===== src/rtl/mem_access_stage_pkg.sv =====
// Package mem_defs: shared definitions for the MEM pipeline stage.
//  - MEM_OP_* encodings of the memory operation carried from EXE
//  - DATA_SIZE_* encodings of the SRAM transfer size
//  - mem_state_e: request/response state of the stage
//  - PC_RESET_DEFAULT: default reset value of the stage PC
//  - helpers mapping a memory op to its transfer size and load/store class
package mem_defs;

    localparam logic [31:0] PC_RESET_DEFAULT = 32'hbfc00000;

    localparam logic [3:0] MEM_OP_NONE = 4'b0000;
    localparam logic [3:0] MEM_OP_LB   = 4'b0001;
    localparam logic [3:0] MEM_OP_LBU  = 4'b0010;
    localparam logic [3:0] MEM_OP_LH   = 4'b0011;
    localparam logic [3:0] MEM_OP_LHU  = 4'b0100;
    localparam logic [3:0] MEM_OP_LW   = 4'b0101;
    localparam logic [3:0] MEM_OP_SB   = 4'b1000;
    localparam logic [3:0] MEM_OP_SH   = 4'b1001;
    localparam logic [3:0] MEM_OP_SW   = 4'b1010;

    localparam logic [1:0] DATA_SIZE_BYTE = 2'd0;
    localparam logic [1:0] DATA_SIZE_HALF = 2'd1;
    localparam logic [1:0] DATA_SIZE_WORD = 2'd2;

    typedef enum logic [2:0] {
        ST_IDLE   = 3'd0,
        ST_REQ    = 3'd1,
        ST_WAIT   = 3'd2,
        ST_DONE   = 3'd3,
        ST_CANCEL = 3'd4
    } mem_state_e;

    // SRAM transfer size for a memory op; word for anything not byte/half.
    function automatic logic [1:0] mem_op_size(input logic [3:0] op);
        logic [1:0] size;
        case (op)
            MEM_OP_LB, MEM_OP_LBU, MEM_OP_SB: size = DATA_SIZE_BYTE;
            MEM_OP_LH, MEM_OP_LHU, MEM_OP_SH: size = DATA_SIZE_HALF;
            default:                          size = DATA_SIZE_WORD;
        endcase
        return size;
    endfunction

    // Loads are the non-zero ops with the store bit (bit 3) clear.
    function automatic logic mem_op_is_load(input logic [3:0] op);
        return (op != MEM_OP_NONE) && (op[3] == 1'b0);
    endfunction

    // Stores all carry bit 3.
    function automatic logic mem_op_is_store(input logic [3:0] op);
        return op[3];
    endfunction

endpackage


===== src/rtl/mem_access_stage_load_align.sv =====
// load_align: combinational data lane steering for the MEM stage.
//  Loads : selects the addressed byte/half of rdata and sign/zero extends it.
//  Stores: replicates the low byte (x4) or low half (x2) of rdata so the
//          SRAM sees the store value on every lane; addr_lo is ignored.
//  Ports : rdata   in  32  source word (read data or store source value)
//          addr_lo in  2   byte offset within the word
//          mem_op  in  4   memory op encoding (mem_defs::MEM_OP_*)
//          wdata   out 32  aligned / replicated result
module load_align
    import mem_defs::*;
(
    input  logic [31:0] rdata,
    input  logic [1:0]  addr_lo,
    input  logic [3:0]  mem_op,
    output logic [31:0] wdata
);

    logic [7:0]  byte_s;
    logic [15:0] half_s;

    // Pick the addressed byte and half-word out of the source word.
    always_comb begin
        case (addr_lo)
            2'd0:    byte_s = rdata[7:0];
            2'd1:    byte_s = rdata[15:8];
            2'd2:    byte_s = rdata[23:16];
            2'd3:    byte_s = rdata[31:24];
            default: byte_s = rdata[7:0];
        endcase
        half_s = addr_lo[1] ? rdata[31:16] : rdata[15:0];
    end

    // Extend for loads, replicate for stores, pass through otherwise.
    always_comb begin
        case (mem_op)
            MEM_OP_LB:  wdata = {{24{byte_s[7]}}, byte_s};
            MEM_OP_LBU: wdata = {24'h000000, byte_s};
            MEM_OP_LH:  wdata = {{16{half_s[15]}}, half_s};
            MEM_OP_LHU: wdata = {16'h0000, half_s};
            MEM_OP_LW:  wdata = rdata;
            MEM_OP_SB:  wdata = {4{rdata[7:0]}};
            MEM_OP_SH:  wdata = {2{rdata[15:0]}};
            MEM_OP_SW:  wdata = rdata;
            default:    wdata = rdata;
        endcase
    end

endmodule


===== src/rtl/mem_access_stage.sv =====
// mem_access_stage: MEM stage of the 5-stage MIPS pipeline.
//  Accepts one instruction from EXE over a valid/allowin handshake, issues at
//  most one data-SRAM request (req/addr_ok/data_ok), aligns load data and
//  holds the result until WB accepts it. Non-memory instructions pass through
//  in one cycle. flush kills the in-flight instruction; a request already on
//  the bus is completed and its response drained before new work is taken.
//  Ports:
//   clk, reset                 clock, asynchronous active-high reset
//   exe_*                      instruction fields from EXE
//   mem_allowin                stage can accept from EXE this cycle
//   flush                      kill stage contents
//   data_req/wr/size/addr/wdata, data_addr_ok/data_ok/rdata   SRAM port
//   wb_allowin, mem_to_wb_valid, mem_pc/inst/rf_wen/rf_waddr/rf_wdata   to WB
module mem_access_stage
    import mem_defs::*;
#(
    parameter logic [31:0] PC_RESET = PC_RESET_DEFAULT
) (
    input  logic        clk,
    input  logic        reset,
    input  logic        exe_to_mem_valid,
    input  logic [31:0] exe_pc,
    input  logic [31:0] exe_inst,
    input  logic [31:0] exe_result,
    input  logic [3:0]  exe_rf_wen,
    input  logic [4:0]  exe_rf_waddr,
    input  logic [3:0]  exe_mem_op,
    input  logic [31:0] exe_st_data,
    output logic        mem_allowin,
    input  logic        flush,
    output logic        data_req,
    output logic        data_wr,
    output logic [1:0]  data_size,
    output logic [31:0] data_addr,
    output logic [31:0] data_wdata,
    input  logic        data_addr_ok,
    input  logic        data_data_ok,
    input  logic [31:0] data_rdata,
    input  logic        wb_allowin,
    output logic        mem_to_wb_valid,
    output logic [31:0] mem_pc,
    output logic [31:0] mem_inst,
    output logic [3:0]  mem_rf_wen,
    output logic [4:0]  mem_rf_waddr,
    output logic [31:0] mem_rf_wdata
);

    mem_state_e  state_q,    state_d;
    logic        valid_q,    valid_d;
    logic [31:0] pc_q,       pc_d;
    logic [31:0] inst_q,     inst_d;
    logic [3:0]  rf_wen_q,   rf_wen_d;
    logic [4:0]  rf_waddr_q, rf_waddr_d;
    logic [31:0] wdata_q,    wdata_d;
    logic [3:0]  mem_op_q,   mem_op_d;
    logic [31:0] addr_q,     addr_d;
    logic [1:0]  size_q,     size_d;
    logic        wr_q,       wr_d;
    logic [31:0] st_wdata_q, st_wdata_d;

    logic        ready_go_s;
    logic        drain_s;
    logic        allowin_s;
    logic        capture_s;
    logic        to_wb_valid_s;
    logic        wb_fire_s;
    logic [31:0] load_wdata_s;
    logic [31:0] store_wdata_s;

    // Read data steering for the instruction held in the stage.
    load_align u_load_align (
        .rdata   (data_rdata),
        .addr_lo (addr_q[1:0]),
        .mem_op  (mem_op_q),
        .wdata   (load_wdata_s)
    );

    // Store lane replication, computed from EXE so it is registered on capture.
    load_align u_store_lanes (
        .rdata   (exe_st_data),
        .addr_lo (exe_result[1:0]),
        .mem_op  (exe_mem_op),
        .wdata   (store_wdata_s)
    );

    // Handshake terms. drain_s covers a killed request still on the bus
    // (REQ with valid cleared) and the wait for its discarded response:
    // the stage must not take new work until the SRAM side is idle.
    always_comb begin
        ready_go_s    = (state_q == ST_IDLE) || (state_q == ST_DONE);
        drain_s       = (state_q == ST_CANCEL) || ((state_q == ST_REQ) && !valid_q);
        allowin_s     = drain_s ? 1'b0 : (!valid_q || (ready_go_s && wb_allowin));
        capture_s     = allowin_s && exe_to_mem_valid && !flush;
        to_wb_valid_s = valid_q && ready_go_s && !flush;
        wb_fire_s     = to_wb_valid_s && wb_allowin;
    end

    // Next-state and next-data computation for every register of the stage.
    always_comb begin
        state_d    = state_q;
        valid_d    = valid_q;
        pc_d       = pc_q;
        inst_d     = inst_q;
        rf_wen_d   = rf_wen_q;
        rf_waddr_d = rf_waddr_q;
        wdata_d    = wdata_q;
        mem_op_d   = mem_op_q;
        addr_d     = addr_q;
        size_d     = size_q;
        wr_d       = wr_q;
        st_wdata_d = st_wdata_q;

        if (flush) begin
            valid_d = 1'b0;
        end else if (capture_s) begin
            valid_d = 1'b1;
        end else if (wb_fire_s) begin
            valid_d = 1'b0;
        end else begin
            valid_d = valid_q;
        end

        // Request fields are frozen from capture until the next capture,
        // which keeps them stable while waiting for addr_ok.
        if (capture_s) begin
            pc_d       = exe_pc;
            inst_d     = exe_inst;
            rf_wen_d   = exe_rf_wen;
            rf_waddr_d = exe_rf_waddr;
            wdata_d    = exe_result;
            mem_op_d   = exe_mem_op;
            addr_d     = exe_result;
            size_d     = mem_op_size(exe_mem_op);
            wr_d       = mem_op_is_store(exe_mem_op);
            st_wdata_d = store_wdata_s;
        end else if ((state_q == ST_WAIT) && data_data_ok && !flush
                     && mem_op_is_load(mem_op_q)) begin
            wdata_d = load_wdata_s;
        end else begin
            wdata_d = wdata_q;
        end

        case (state_q)
            ST_IDLE: begin
                if (capture_s) begin
                    state_d = (exe_mem_op != MEM_OP_NONE) ? ST_REQ : ST_IDLE;
                end else begin
                    state_d = ST_IDLE;
                end
            end
            ST_REQ: begin
                // A killed request is still completed on the bus; its
                // response is then swallowed in CANCEL.
                if (data_addr_ok) begin
                    state_d = (flush || !valid_q) ? ST_CANCEL : ST_WAIT;
                end else begin
                    state_d = ST_REQ;
                end
            end
            ST_WAIT: begin
                // A response arriving with the flush needs no draining.
                if (flush) begin
                    state_d = data_data_ok ? ST_IDLE : ST_CANCEL;
                end else if (data_data_ok) begin
                    state_d = ST_DONE;
                end else begin
                    state_d = ST_WAIT;
                end
            end
            ST_DONE: begin
                if (flush) begin
                    state_d = ST_IDLE;
                end else if (capture_s) begin
                    state_d = (exe_mem_op != MEM_OP_NONE) ? ST_REQ : ST_IDLE;
                end else if (wb_fire_s) begin
                    state_d = ST_IDLE;
                end else begin
                    state_d = ST_DONE;
                end
            end
            ST_CANCEL: begin
                state_d = data_data_ok ? ST_IDLE : ST_CANCEL;
            end
            default: begin
                state_d = ST_IDLE;
            end
        endcase
    end

    // Stage FSM and pipeline registers.
    always_ff @(posedge clk or posedge reset) begin
        if (reset) begin
            state_q    <= ST_IDLE;
            valid_q    <= 1'b0;
            pc_q       <= PC_RESET;
            inst_q     <= 32'h00000000;
            rf_wen_q   <= 4'h0;
            rf_waddr_q <= 5'd0;
            wdata_q    <= 32'h00000000;
            mem_op_q   <= MEM_OP_NONE;
            addr_q     <= 32'h00000000;
            size_q     <= 2'd0;
            wr_q       <= 1'b0;
            st_wdata_q <= 32'h00000000;
        end else begin
            state_q    <= state_d;
            valid_q    <= valid_d;
            pc_q       <= pc_d;
            inst_q     <= inst_d;
            rf_wen_q   <= rf_wen_d;
            rf_waddr_q <= rf_waddr_d;
            wdata_q    <= wdata_d;
            mem_op_q   <= mem_op_d;
            addr_q     <= addr_d;
            size_q     <= size_d;
            wr_q       <= wr_d;
            st_wdata_q <= st_wdata_d;
        end
    end

    assign mem_allowin     = allowin_s;
    assign data_req        = (state_q == ST_REQ);
    assign data_wr         = wr_q;
    assign data_size       = size_q;
    assign data_addr       = addr_q;
    assign data_wdata      = st_wdata_q;
    assign mem_to_wb_valid = to_wb_valid_s;
    assign mem_pc          = pc_q;
    assign mem_inst        = inst_q;
    assign mem_rf_wen      = rf_wen_q;
    assign mem_rf_waddr    = rf_waddr_q;
    assign mem_rf_wdata    = wdata_q;

endmodule


===== config.mk =====
export PLATFORM = sky130hd
export DESIGN_NAME = mem_access_stage
export DESIGN_NICKNAME = d
export VERILOG_FILES = /design/src/rtl/mem_access_stage_pkg.sv /design/src/rtl/mem_access_stage_load_align.sv /design/src/rtl/mem_access_stage.sv
export SDC_FILE = /design/constraint.sdc
export NUM_CORES = 1
export LEC_CHECK = 0
export CAP_MARGIN = 25
export CORE_MARGIN = 4
export CORE_UTILIZATION = 44
export DETAILED_ROUTE_END_ITERATION = 12
export PLACE_DENSITY = 0.83
export SLEW_MARGIN = 20
export SYNTH_ARGS = -nofsm -noshare
export SYNTH_HDL_FRONTEND = slang
export SYNTH_SLANG_ARGS = --single-unit

===== constraint.sdc =====
create_clock -name clk -period 7.5 [get_ports clk]
set_input_delay 1.5 -clock clk [delete_from_list [all_inputs] [get_ports clk]]
set_output_delay 1.5 -clock clk [all_outputs]
set_load 0.005 [all_outputs]

==> results of run 1 <==
[cell type report]
class | instances | share of cell area, %
clock buffers | 18 | 3.24
repair buffers | 363 | 27.5
inverters | 10 | 0.322
flip-flops and latches | 179 | 33.9
multi-input cells | 567 | 31.2
clock inverters | 14 | 1.29
well taps | 265 | 2.51
[critical path: stages]
cell and delay (ns):
buf_2 0.09, buf_4 0.33, or2_0 0.42, nor4b_1 0.29, clkdlybuf4s50_1 0.55
[path summary, 6_finish.rpt]
kind / start / end / slack, ns / cells after the start
setup / recovery: flush / mem_to_wb_valid / 2.81 / 5
hold / removal: mem_pc[9]$_DFFE_PP0P_ / mem_pc[9]$_DFFE_PP0P_ / 0.51 / 1
setup reg to reg: state_q[1]$_DFF_PP0_ / data_addr[10]$_DFFE_PP0P_ / 4.53 / 7
hold reg to reg: mem_pc[9]$_DFFE_PP0P_ / mem_pc[9]$_DFFE_PP0P_ / 0.51 / 1
max in group asynchronous: reset / mem_rf_wdata[7]$_DFFE_PP0P_ / 4.86 / 3
min in group asynchronous: reset / mem_pc[20]$_DFFE_PP0P_ / 1.55 / 2
[synthesized netlist by cell type, types with 3 or more instances]
library cell  instances  area, sq um
nor3_1               45          225
o31ai_1              10         75.1
o221ai_1              9         78.8
nand3b_1              6         45.0
nor2_1               32          120
mux2i_1              37          370
dfstp_2               9          236
dfrtp_1             170         4250
or3_1                17          106
o22ai_1              14         87.6
buf_1                 5         18.8
inv_1                 9         33.8
a21o_1                3         22.5
a222oi_1              8         80.1
clkbuf_1             38          143
o21ai_0              87          435
nor3b_1               3         22.5
a2111oi_0             5         43.8
a21oi_1              14         70.1
nand2b_1              4         25.0
and2_1                8         50.1
mux2_2              110         1240
a211oi_1             23          173
a31oi_1              30          188
nor2b_1               9         56.3
a221oi_1              9         78.8
nand2_1              41          154
o21a_1                4         30.0
nand3_1               6         30.0
buf_2                25          125
[report_power, final]
group | internal (mW) | switching (mW) | leakage (nW)
clock | 0.450 | 0.452 | 0.283
combinational | 1.37 | 0.887 | 2.82
sequential | 1.45 | 0.335 | 2.12
total | 3.27 | 1.67 | 5.22
[metal layers]
metal	track usage, %	wire length, um	vias up
li1	-	-	3719
met5	0	0	-
met2	43.2	14900	434
met4	7.03	670	0
met3	6.17	2810	56
met1	34.0	11900	3965
[logic make-up (layout without fill, tap and decap cells)]
kind of cell | Yosys count | after routing
AO/OA/AOI/OAI | 230 | 230
AND/OR/NAND/NOR | 186 | 186
flip-flops | 179 | 179
multiplexers | 148 | 148
buffers and inverters | 80 | 405
XOR/XNOR | 3 | 3
[state kept, by name (all words and copies together) (netlist names)]
register,cells
mem_rf_waddr,5
mem_inst,32
data_wdata,32
mem_pc,32
data_size,2
mem_rf_wen,4
mem_op_q,4
state_q,3
mem_rf_wdata,32
data_addr,32
valid_q,1
[stage by stage]
stage,cell area [sq um],instances,setup slack (ns)
final,13200,1416,2.81
after global routing,13200,1416,2.69
after CTS,13200,1414,2.79
after detailed placement,12600,1382,2.79
after global placement,12600,1380,2.81
after floorplan,8950,826,1.16
==> flow_summary.ini, run 1 <==
[clock_tree]
root_buffer = clkbuf_16
clk_pin_slew_worst_paths_ns = 0.08
clockBufferDepth = 2
hold_buffers = 0
cts_buffers = 17
cts_sinks = 179
cts_tree = built
insertion_delay_ns = 0.44
cts_resized = 0
htreeDepth = 4
post-cts-setup-buffers = 0

[cells_and_area]
fillers = 1516
utilization_pct = 67.1
regArea_sq_um = 4490
layout_common_cells = clkdlybuf4s50_1 (352), dfrtp_1 (170), mux2_2 (110)
final_common_cell = clkdlybuf4s50_1
multiInputGateArea_sq_um = 4130
antenna_cells = 0
drive_above_1_share_pct = 15.3
final_nets = 1318
area_delta_synth_final_pct = 47.8

[sta]
setup_tns_ns = 0
worst_pin_slew_ns = 1.10
relSlewSlack_pct = 26.3
post-route-period-util_pct = 62.6
skew_ns = 0.0162
setup_viol = 0
slew_viol_final = 0
rsz0062_at_grt = no
period_needed_ns = 4.69
hold_slack_ns = 0.507
max_freq_mhz = 213
hold_viol = 0

[flow_run]
cap_violations = 0

[placement]
place.gp.congestion = 0.934
dp_hpwl_mm = 22.2
portBuffers = 354

[logic_synthesis]
yosys.area_share.simple_pct = 10.7
yosysUniqueCellTypes = 61
avgSynthCellArea_sq_um = 10.8
postSynthCellCount = 826
synth-seq-area-share_pct = 50.2
yosysWarnings = 0
synthArstFlopShare_pct = 100
syn_area_sq_um = 8950
synth_seq_cells = 179
synthAdderAreaFrac_pct = 0
synth_edf_count = 0
synth_top_flop_cell = dfrtp_1
syn_nets = 1006
synth_top_family_by_area = multiplexers
synth_xor_area_share_pct = 0.294
synthMuxAreaShare_pct = 18.2
synth_compound_area_share_pct = 16.8

[route]
drt_first_pass_iters = 5
wirelength_mm = 30.3
drt-initial-drc-count = 669
vias = 8174
ant_nets = 0
viasPerCell = 5.77
drc = 0
wl_per_cell_um = 21.4

[pwr]
power_mw = 4.94
pwr_density_cell_nw_per_um2 = 374
p_leak_nw = 5.22
irDropWorstVdd_mv = 0.232

[die]
rows = 51
die_x_um = 151
die_y_um = 151
pin_count = 355
dieArea_sq_um = 22700
core_sq_um = 19700
start_util_pct = 45.4

[grt]
grt_max_degree = 103
grt_pass1_wl_mm = 46.1
grt_pass1_vias = 8160
overflow = 0
antenna_found_initial = 0
grt_use_total_pct = 25.9

[min_path]
hp-class = reg2reg

[critical_path]
cp_max_fo = 68
worstPathRequired_ns = 6.00
cp-end-kind = output port
path_class = in2out
crit_arrival_ns = 3.19
start_kind = primary input

[run_status]
status = finished, final reports clean
Note: power is estimated with default switching activity, not from simulation.
==> run 2, diff against run 1 <==
clock period = 4.9 ns   (was 7.5 ns; I/O delays follow)
==> flow_summary.ini, run 2 (synthesis results as in run 1) <==
[run_status]
status = finished, final reports clean

[route]
viasPerCell = 5.86
wl_per_cell_um = 21.5
drc = 0
wirelength_mm = 30.5
ant_nets = 0
drt-initial-drc-count = 494
drt_first_pass_iters = 9
vias = 8315

[critical_path]
cp-end-kind = flop
start_kind = primary input
crit_arrival_ns = 3.84
worstPathRequired_ns = 5.18
cp_max_fo = 16
path_class = in2reg

[sta]
slew_viol_final = 0
rsz0062_at_grt = no
period_needed_ns = 3.56
finalWorstSetupSlack_ns = 1.34
skew_ns = 0.0105
worst_pin_slew_ns = 1.04
hold_slack_ns = 0.506
relSlewSlack_pct = 29.9
max_freq_mhz = 281
setup_tns_ns = 0
setup_viol = 0
post-route-period-util_pct = 72.7
hold_viol = 0

[cells_and_area]
fillers = 1488
area_delta_synth_final_pct = 47.9
utilization_pct = 67.2
final_nets = 1321
layout_common_cells = clkdlybuf4s50_1 (353), dfrtp_1 (170), mux2_2 (110)
drive_above_1_share_pct = 15.4
final_common_cell = clkdlybuf4s50_1
antenna_cells = 0
finalInstanceArea_sq_um = 13200

[clock_tree]
root_buffer = clkbuf_16
clockBufferDepth = 2
cts_sinks = 179
cts_buffers = 17
cts_resized = 0
hold_buffers = 0
cts_tree = built
htreeDepth = 4
insertion_delay_ns = 0.44
clk_pin_slew_worst_paths_ns = 0.07
post-cts-setup-buffers = 0

[grt]
grt_max_degree = 110
overflow = 0
grtUsageMet2_pct = 42.6
antenna_found_initial = 0
grt_pass1_wl_mm = 46.2
grt_util_met3_pct = 6.89
grt_use_total_pct = 26.0
grt_pass1_vias = 8295
busiest_layer = met2
met1_usage_pct = 33.4

[die]
start_util_pct = 45.4
die_y_um = 151
core_sq_um = 19700
pin_count = 355
rows = 51
die_x_um = 151
dieArea_sq_um = 22700

[placement]
post-place-ws_ns = 1.04
place.gp.congestion = 0.942
portBuffers = 354
place_area_sq_um = 12600
dp_hpwl_mm = 22.1

[pwr]
pwr_density_cell_nw_per_um2 = 569
irDropWorstVdd_mv = 0.340
p_leak_nw = 5.23

[min_path]
hp-class = reg2reg

[flow_run]
cap_violations = 0
## run 2: cell types whose count changed in the layout (fill, tap and decap cells not counted), sizes merged
cell,previous run,this run
inv,15,14
clkdlybuf4s50,352,353
clkinvlp,2,3
clkbuf,18,20
## run 2: power by group
group	internal (mW)	switching (mW)	total, mW
combinational	2.09	1.36	3.45
clock	0.677	0.661	1.34
sequential	2.22	0.525	2.75
total	5.00	2.54	7.54
## run 2: path summary, 6_finish.rpt
kind,from,end,slack [ns],cells past startpoint
worst min-delay path,data_addr[22]$_DFFE_PP0P_,data_addr[22]$_DFFE_PP0P_,0.51,1
worst max-delay path,exe_mem_op[0],data_wdata[10]$_DFFE_PP0P_,1.34,6
worst min register to register,data_addr[22]$_DFFE_PP0P_,data_addr[22]$_DFFE_PP0P_,0.51,1
worst max register to register,data_addr[1]$_DFFE_PP0P_,mem_rf_wdata[29]$_DFFE_PP0P_,2.06,5
max in group asynchronous,reset,data_wdata[7]$_DFFE_PP0P_,3.35,3
min in group asynchronous,reset,mem_pc[0]$_DFFE_PP0P_,1.03,3
## run 2: layout make-up
| cell class | instances | area, sq um | area share (%) |
|---|---|---|---|
| Multi-Input combinational cell | 567 | 4130 | 31.2 |
| Tap cell | 265 | 332 | 2.50 |
| Clock inverter | 14 | 141 | 1.07 |
| Clock buffer | 18 | 429 | 3.24 |
| Sequential cell | 179 | 4490 | 33.9 |
| Timing Repair Buffer | 366 | 3670 | 27.7 |
| Inverter | 10 | 41.3 | 0.312 |
## run 2: worst max-delay path, cell delays in order
cell	delay, ns
clkdlybuf4s50_1	0.80
nor2_1	0.52
mux2i_1	0.17
o32a_1	0.46
a2111oi_0	0.76
o21ai_0	0.15
## run 2: through the flow
stage          cells  power [mW]
2_1_floorplan    826        4.16
3_3_place_gp    1384        6.10
3_5_place_dp    1384        6.21
4_1_cts         1416        7.59
5_1_grt         1419        7.99
6_report        1419        7.54
## run 2: metal layers
| metal | share of wire, % | wire, um |
|---|---|---|
| met2 | 48 | 14700 |
| met1 | 39 | 11700 |
| met4 | 2.9 | 890 |
| met5 | 0 | 0 |
| met3 | 10 | 3130 |
==> run 3, diff against run 2 <==
CORE_UTILIZATION = 40   (was 44)
PLACE_DENSITY = 0.8   (was 0.83)
clock period = 3.08 ns   (was 4.9 ns; I/O delays follow)
==> flow_summary.ini, run 3 (synthesis results as in run 1) <==
[placement]
place_area_sq_um = 12900
place.gp.congestion = 0.925
dp_hpwl_mm = 22.8
post-place-ws_ns = 0.118
portBuffers = 354
dp.cells = 1424

[sta]
setup_tns_ns = 0
worst_pin_slew_ns = 0.982
relSlewSlack_pct = 34.0
hold_viol = 0
max_freq_mhz = 361
hold_slack_ns = 0.508
finalWorstSetupSlack_ns = 0.314
rsz0062_at_grt = no
period_needed_ns = 2.77
slew_viol_final = 0
skew_ns = 0.0148
setup_viol = 0
post-route-period-util_pct = 89.8

[die]
start_util_pct = 40.9
dieArea_sq_um = 24800
core_sq_um = 21900
rows = 54
die_y_um = 158
pin_count = 355
die_x_um = 158

[cells_and_area]
utilization_pct = 61.6
layout_common_cells = clkdlybuf4s50_1 (353), dfrtp_1 (170), mux2_2 (110)
antenna_cells = 0
drive_above_1_share_pct = 17.1
multiInputGateArea_sq_um = 4140
final_common_cell = clkdlybuf4s50_1
fillers = 1781
instances_no_fill = 1457
area_delta_synth_final_pct = 50.6
final_nets = 1344
finalInstanceArea_sq_um = 13500
regArea_sq_um = 4490

[clock_tree]
clk_pin_slew_worst_paths_ns = 0.08
cts_buffers = 17
post-cts-setup-buffers = 0
clockBufferDepth = 2
htreeDepth = 4
root_buffer = clkbuf_16
insertion_delay_ns = 0.43
cts_resized = 0
cts_tree = built
cts_sinks = 179
hold_buffers = 0

[grt]
antenna_found_initial = 0
overflow = 0
grt_pass1_vias = 8453
grt_pass1_wl_mm = 46.7
grt_max_degree = 100
grt_use_total_pct = 23.9

[route]
vias = 8324
drt-initial-drc-count = 602
wirelength_mm = 30.9
wl_per_cell_um = 21.2
ant_nets = 0
drc = 0
viasPerCell = 5.71
drt_first_pass_iters = 5

[pwr]
irDropWorstVdd_mv = 0.520
p_leak_nw = 5.35
power_mw = 12.2
pwr_density_cell_nw_per_um2 = 901

[critical_path]
start_kind = flop
worstPathRequired_ns = 2.46
cp-end-kind = output port
cp_max_fo = 7
crit_arrival_ns = 2.15
rr_worst_depth = 5
rrSetupSlack_ns = 0.65
path_class = reg2out

[min_path]
hp-class = reg2reg
holdPathStages = 1

[flow_run]
cap_violations = 0

[run_status]
status = finished, final reports clean
run 3: cell count changes in the layout (fill, tap and decap cells not counted):
cell        change
buf_4          +22
buf_12          +2
clkinv_8        +2
a211oi_2        -1
a211oi_4        +1
clkbuf_2        -1
clkinv_2        -1
clkinvlp_4      -1
nor3_2          +1
nor3_4          -1
run 3: layer usage:
metal | share of wire [%] | up-vias | track usage [%]
li1 | - | 3757 | -
met1 | 39 | 4112 | 29.3
met2 | 50 | 423 | 42.1
met3 | 9.2 | 32 | 6.23
met4 | 1.7 | 0 | 6.15
met5 | 0 | - | 0
run 3: final cells by class:
class,instances,area share [%]
flip-flops and latches,179,33.3
multi-input cells,567,30.7
repair buffers,389,28.7
clock buffers,18,3.18
well taps,280,2.60
clock inverters,14,1.20
inverters,10,0.306
run 3: worst max-delay path, cell delays in order, from the launching register on:
cell and delay, ns:
dfrtp_1 0.44, or2_0 0.37, nor4b_1 0.35, clkdlybuf4s50_1 0.57
run 3: worst paths after layout:
kind | to | startpoint
worst max-delay path | mem_to_wb_valid | state_q[2]$_DFF_PP0_
worst min-delay path | data_addr[27]$_DFFE_PP0P_ | data_addr[27]$_DFFE_PP0P_
worst max register to register | mem_rf_wdata[9]$_DFFE_PP0P_ | mem_op_q[2]$_DFFE_PP0P_
worst min register to register | data_addr[27]$_DFFE_PP0P_ | data_addr[27]$_DFFE_PP0P_
max in group asynchronous | data_addr[1]$_DFFE_PP0P_ | reset
min in group asynchronous | mem_inst[24]$_DFFE_PP0P_ | reset
run 3: where the power goes:
group	internal, mW	switching (mW)	total, mW
sequential	3.54	0.750	4.29
combinational	3.42	2.24	5.66
clock	1.09	1.11	2.20
total	8.05	4.10	12.2
==> RTL edit 1: new RTL, flow settings as in run 3 <==
Take the reset off `st_wdata_q` and load it in a clocked block of its own.
--- a/src/rtl/mem_access_stage.sv
+++ b/src/rtl/mem_access_stage.sv
@@ -202,5 +202,4 @@
             size_q     <= 2'd0;
             wr_q       <= 1'b0;
-            st_wdata_q <= 32'h00000000;
         end else begin
             state_q    <= state_d;
@@ -215,6 +214,9 @@
             size_q     <= size_d;
             wr_q       <= wr_d;
-            st_wdata_q <= st_wdata_d;
         end
+    end
+
+    always_ff @(posedge clk) begin
+        st_wdata_q <= st_wdata_d;
     end
 
Function: changed (a bounded check fails within 4 cycles, from zero or initial values and one cycle with reset high).
==> RTL edit 1 against run 3 <==
- sequential power shrank 2%
- wire length shrank 3.7%
- setup slack gained 0.13 ns
- design area shrank 0.96%
- register-to-register slack lost 0.16 ns
- count of clock-buffer cells in the layout grew 1
- synthesized area shrank 1.7%
- sequential cell count is the same
- synthesized cell count shrank 10%
- total power shrank 4.0%
- global-route usage shrank 0.32 points
- core utilization shrank 0.21 points
==> RTL edit 1: results (changes against run 3) <==
- run status: finished, final reports clean
- Clk network pwr share: 0.188, +0.007
- critical path fanouts, max: 3, -4
- maximum frequency from static timing analysis: 379 MHz, +4.8%
- Routability Congestion: 0.921, -0.44%
- Final non-clock buffer share: 0.292, +0.00502
- fillcell total: 1752, -1.6%
- Logic inverters: 12, +2
- clock transition at the register clock pins on the worst setup and hold paths after CTS: 0.06 ns, -0.02 ns
- crit path DAT: 2.02 ns, -0.13 ns
- sequential fraction of the synthesis area: 0.528, +0.0268
- area post-placement: 12800 sq um, -0.87%
- area share of xor/xnor cells in the synthesized design: 0.00398, +0.00105
- unique cell type count in the Yosys netlist: 62, +1.6%
- sw frac: 0.325, -0.0119
- metal2 WL: 14.8 mm, -5.2%
- Worst path top cell family by delay: buffers and inverters
- global-route track usage on met2: 0.384, -0.0374
- average footprint of a synthesized cell: 11.9 sq um, +9.6%
- leakage component of the power: 5.27 nW, -1.6%
- sequential power share: 0.360, +0.007
- largest net degree at the start of global routing: 73, -27%
- async set-or-reset flop fraction in the synthesized netlist: 0.821, -0.179
- area fraction in compound gates after synthesis: 0.129, -0.0392
- first-pass GRT wire length: 45.0 mm, -3.7%
- cell area power density: 873 nW/um^2, -3.1%
- top post-synthesis cells by count: sky130_fd_sc_hd__dfrtp_1, sky130_fd_sc_hd__mux2_2, sky130_fd_sc_hd__nand2_1, sky130_fd_sc_hd__nor3_1, sky130_fd_sc_hd__mux2i_1
- M1 GR Usage: 0.313, +0.0199
- DR WL met3: 2.21 mm, -22%
- dominant cells by area after synthesis: sky130_fd_sc_hd__dfrtp_1, sky130_fd_sc_hd__mux2_2, sky130_fd_sc_hd__edfxtp_1, sky130_fd_sc_hd__mux2i_1, sky130_fd_sc_hd__dfstp_2
- fraction of area in multi-input gates: 0.285, -0.0216
- fraction of final layout cells with drive strength greater than 1: 0.189, +0.0187
- Post-Place Setup Slack: 0.154 ns, +0.0364 ns
- Starting DRT DRC Count: 664, +10%
- number of placed instances with taps included: 1351, -5.1%
- met3 track demand over resource in global routing: 0.0586, -0.00370
- number of global-route vias before repair: 7820, -7.5%
- Post-Route Hold Slack: 0.505 ns, -0.00316 ns
[RTL edit 1: cell types whose count changed after synthesis, moves of 11 or more]
cell                       change
sky130_fd_sc_hd__o21ai_0      -72
sky130_fd_sc_hd__dfrtp_1      -32
sky130_fd_sc_hd__edfxtp_1     +32
sky130_fd_sc_hd__o22a_1       +18
sky130_fd_sc_hd__clkbuf_1     -11
[RTL edit 1: cell families after synthesis]
logic type	after synthesis
multiplexers	153
AO/OA/AOI/OAI	153
XOR/XNOR	4
buffers and inverters	73
flip-flops	179
AND/OR/NAND/NOR	179
[RTL edit 1: worst paths after layout]
kind                               startpoint         endpoint  cells past startpoint
worst max-delay path               wb_allowin      mem_allowin                      5
worst min-delay path            data_addr[29]    data_addr[29]                      1
worst min register to register  data_addr[29]    data_addr[29]                      1
max in group asynchronous               reset  mem_rf_wdata[0]                      3
min in group asynchronous               reset       mem_pc[11]                      2
worst max register to register     state_q[0]  mem_rf_wdata[5]                      6
==> RTL edit 2: new RTL, flow settings as in run 3 <==
Without the edit above. Reset style: synchronous (`reset`), changed in one clocked block. Comments in the files are not updated.
--- a/src/rtl/mem_access_stage.sv
+++ b/src/rtl/mem_access_stage.sv
@@ -189,5 +189,5 @@
 
     // Stage FSM and pipeline registers.
-    always_ff @(posedge clk or posedge reset) begin
+    always_ff @(posedge clk) begin
         if (reset) begin
             state_q    <= ST_IDLE;
Formal check against the unedited RTL: differs if reset is asserted again (counterexample within 4 cycles, from zero or initial values and one cycle with reset high); with reset held inactive, the same outputs for 4 cycles.
==> RTL edit 2 against run 3 <==
- clock skew rose by 0.0052 ns
- sequential share of layout area fell by 5.3 points
- wire length rose by 2.7%
- setup slack improved by 0.065 ns
- synthesized area fell by 5.1%
- sequential cell count did not move
- design area fell by 5.1%
- via count rose by 11%
- highest routed layer is now met5
Power is not compared: it rests on default switching activity, and its combinational part moved more than twofold at a synthesized area within 25%.
==> RTL edit 2: results (changes against run 3) <==
- run status: finished, final reports clean
- most common flop cell mapped by yosys: sky130_fd_sc_hd__dfxtp_1
- number of nets in the synthesized netlist: 1251, +24%
- DRT Pass-1 Iters: 5, unchanged
- crit path DAT: 2.09 ns, -0.06 ns
- cts bufs inserted: 17, unchanged
- worst-skew pair later-pin latency: 0.44 ns
- slew of the pin with the lowest slew margin: 0.991 ns, +0.00912 ns
- fraction of final layout cells with drive strength greater than 1: 0.0717, -0.0990
- fillcell total: 1818, +2.1%
- largest net degree at the start of global routing: 122, +22%
- async set-or-reset flop fraction in the synthesized netlist: 0, -1.00
- dominant cells by area after synthesis: sky130_fd_sc_hd__dfxtp_1, sky130_fd_sc_hd__nand2_1, sky130_fd_sc_hd__a21oi_1, sky130_fd_sc_hd__nor2_1, sky130_fd_sc_hd__mux2i_1
- Starting DRT DRC Count: 777, +29%
- Clk network pwr share: 0.360
- sw frac: 0.295
- Hold Crit Start: data_addr[10]
- critical path fanouts, max: 9, +2
- worst setup path start: state_q[1]
- Port Buf Inserts: 354, unchanged
- Max Clock Skew: 0.0200 ns, +0.00520 ns
- Worst R2R Start: mem_op_q[1]
- H-tree depth reported by CTS: 4, unchanged
- first-pass GRT wire length: 48.6 mm, +3.9%
- worst-case vdd ir drop: 0.367 mV
- sequential fraction of the synthesis area: 0.422, -0.0800
- Bufs on Longest Clock Path: 2, unchanged
- number of antenna cells inserted: 0, unchanged
- leakage component of the power: 4.53 nW
- clock tree root buffer cell: sky130_fd_sc_hd__clkbuf_16
- power consumed by sequential cells: 2.57 mW
- clock transition at the register clock pins on the worst setup and hold paths after CTS: 0.08 ns, about the same
- hold crit path type: reg2reg
- post-detailed-routing wire length: 31.8 mm, +2.7%
- top post-synthesis cells by count: sky130_fd_sc_hd__nand2_1, sky130_fd_sc_hd__dfxtp_1, sky130_fd_sc_hd__a21oi_1, sky130_fd_sc_hd__nor2_1, sky130_fd_sc_hd__buf_2
- Routability Congestion: 0.923, -0.17%
- delay of the slowest cell on the worst path: 0.51 ns, -0.06 ns
- Post-Place Setup Slack: 0.00857 ns, -0.109 ns
- buffers inserted during post-CTS setup optimization: 0, unchanged
- cts repair resizes: 0, unchanged
- number of global-route vias before repair: 8871, +4.9%
- synth warn: 0, unchanged
- GR Util All Layers: 0.255, +0.0162
- Layout Area Growth over Synthesis: 50.6%, about the same
- net count of the finished layout: 1561, +16%
- critical path's slowest cell: sky130_fd_sc_hd__clkdlybuf4s50_1
- number of antenna violations at the first check in global routing: 1, +1
- unique cell type count in the Yosys netlist: 68, +11%
- post-detailed-route via-to-cell ratio: 5.51, -3.5%
- placed wire-length estimate: 23.3 mm, +2.3%
## RTL edit 2: changes by cell type after synthesis, moves of 31 or more
cell,change
sky130_fd_sc_hd__dfxtp_1,+179
sky130_fd_sc_hd__o21ai_0,-70
sky130_fd_sc_hd__nand2_1,+226
sky130_fd_sc_hd__mux2_2,-95
sky130_fd_sc_hd__a21oi_1,+118
sky130_fd_sc_hd__nor3_1,-31
sky130_fd_sc_hd__nor2_1,+51
sky130_fd_sc_hd__dfrtp_1,-170
## RTL edit 2: through the flow
stage                     area (sq um)  power, mW  std cells
final                            12800       6.02       1669
after global routing             12800       6.28       1669
after CTS                        12800       6.06       1669
after detailed placement         12200       3.89       1637
after global placement           12200       3.87       1637
after floorplan                   8500       3.16       1071
## RTL edit 2: worst paths after layout
check                                        to  slack [ns]  cells past startpoint
worst max-delay path                mem_allowin        0.38                      4
worst max register to register  mem_rf_wdata[6]        0.45                      5
worst min-delay path              data_addr[10]        0.45                      2
worst min register to register    data_addr[10]        0.45                      2
## RTL edit 2: layer usage
metal  wire length [um]  GRT usage  share of wire
met2              15100      0.435           0.48
met3               2630     0.0636          0.083
met4               1090      0.101          0.034
met5                 19          0        0.00060
met1              12900      0.311           0.41
## RTL edit 2: cell type report
class | count | share of cell area
inverter | 9 | 0.00264
tap | 275 | 0.0269
timing repair buffer | 382 | 0.295
clock buffer | 17 | 0.0332
clock inverter | 15 | 0.0127
multi-input combinational | 792 | 0.349
sequential | 179 | 0.280
## RTL edit 2: kinds of logic after synthesis
kind of cell,synth area share
simple gates,0.235
compound gates,0.221
xor+xnor,0.00309
mux,0.0646
buf+inv,0.0537
flops,0.422
## RTL edit 2: critical path, delay by kind of cell (launching register included)
family          cells  cell delay [ns]
compound gates      1             0.33
buf+inv             1             0.51
flops               1             0.48
simple gates        2             0.35
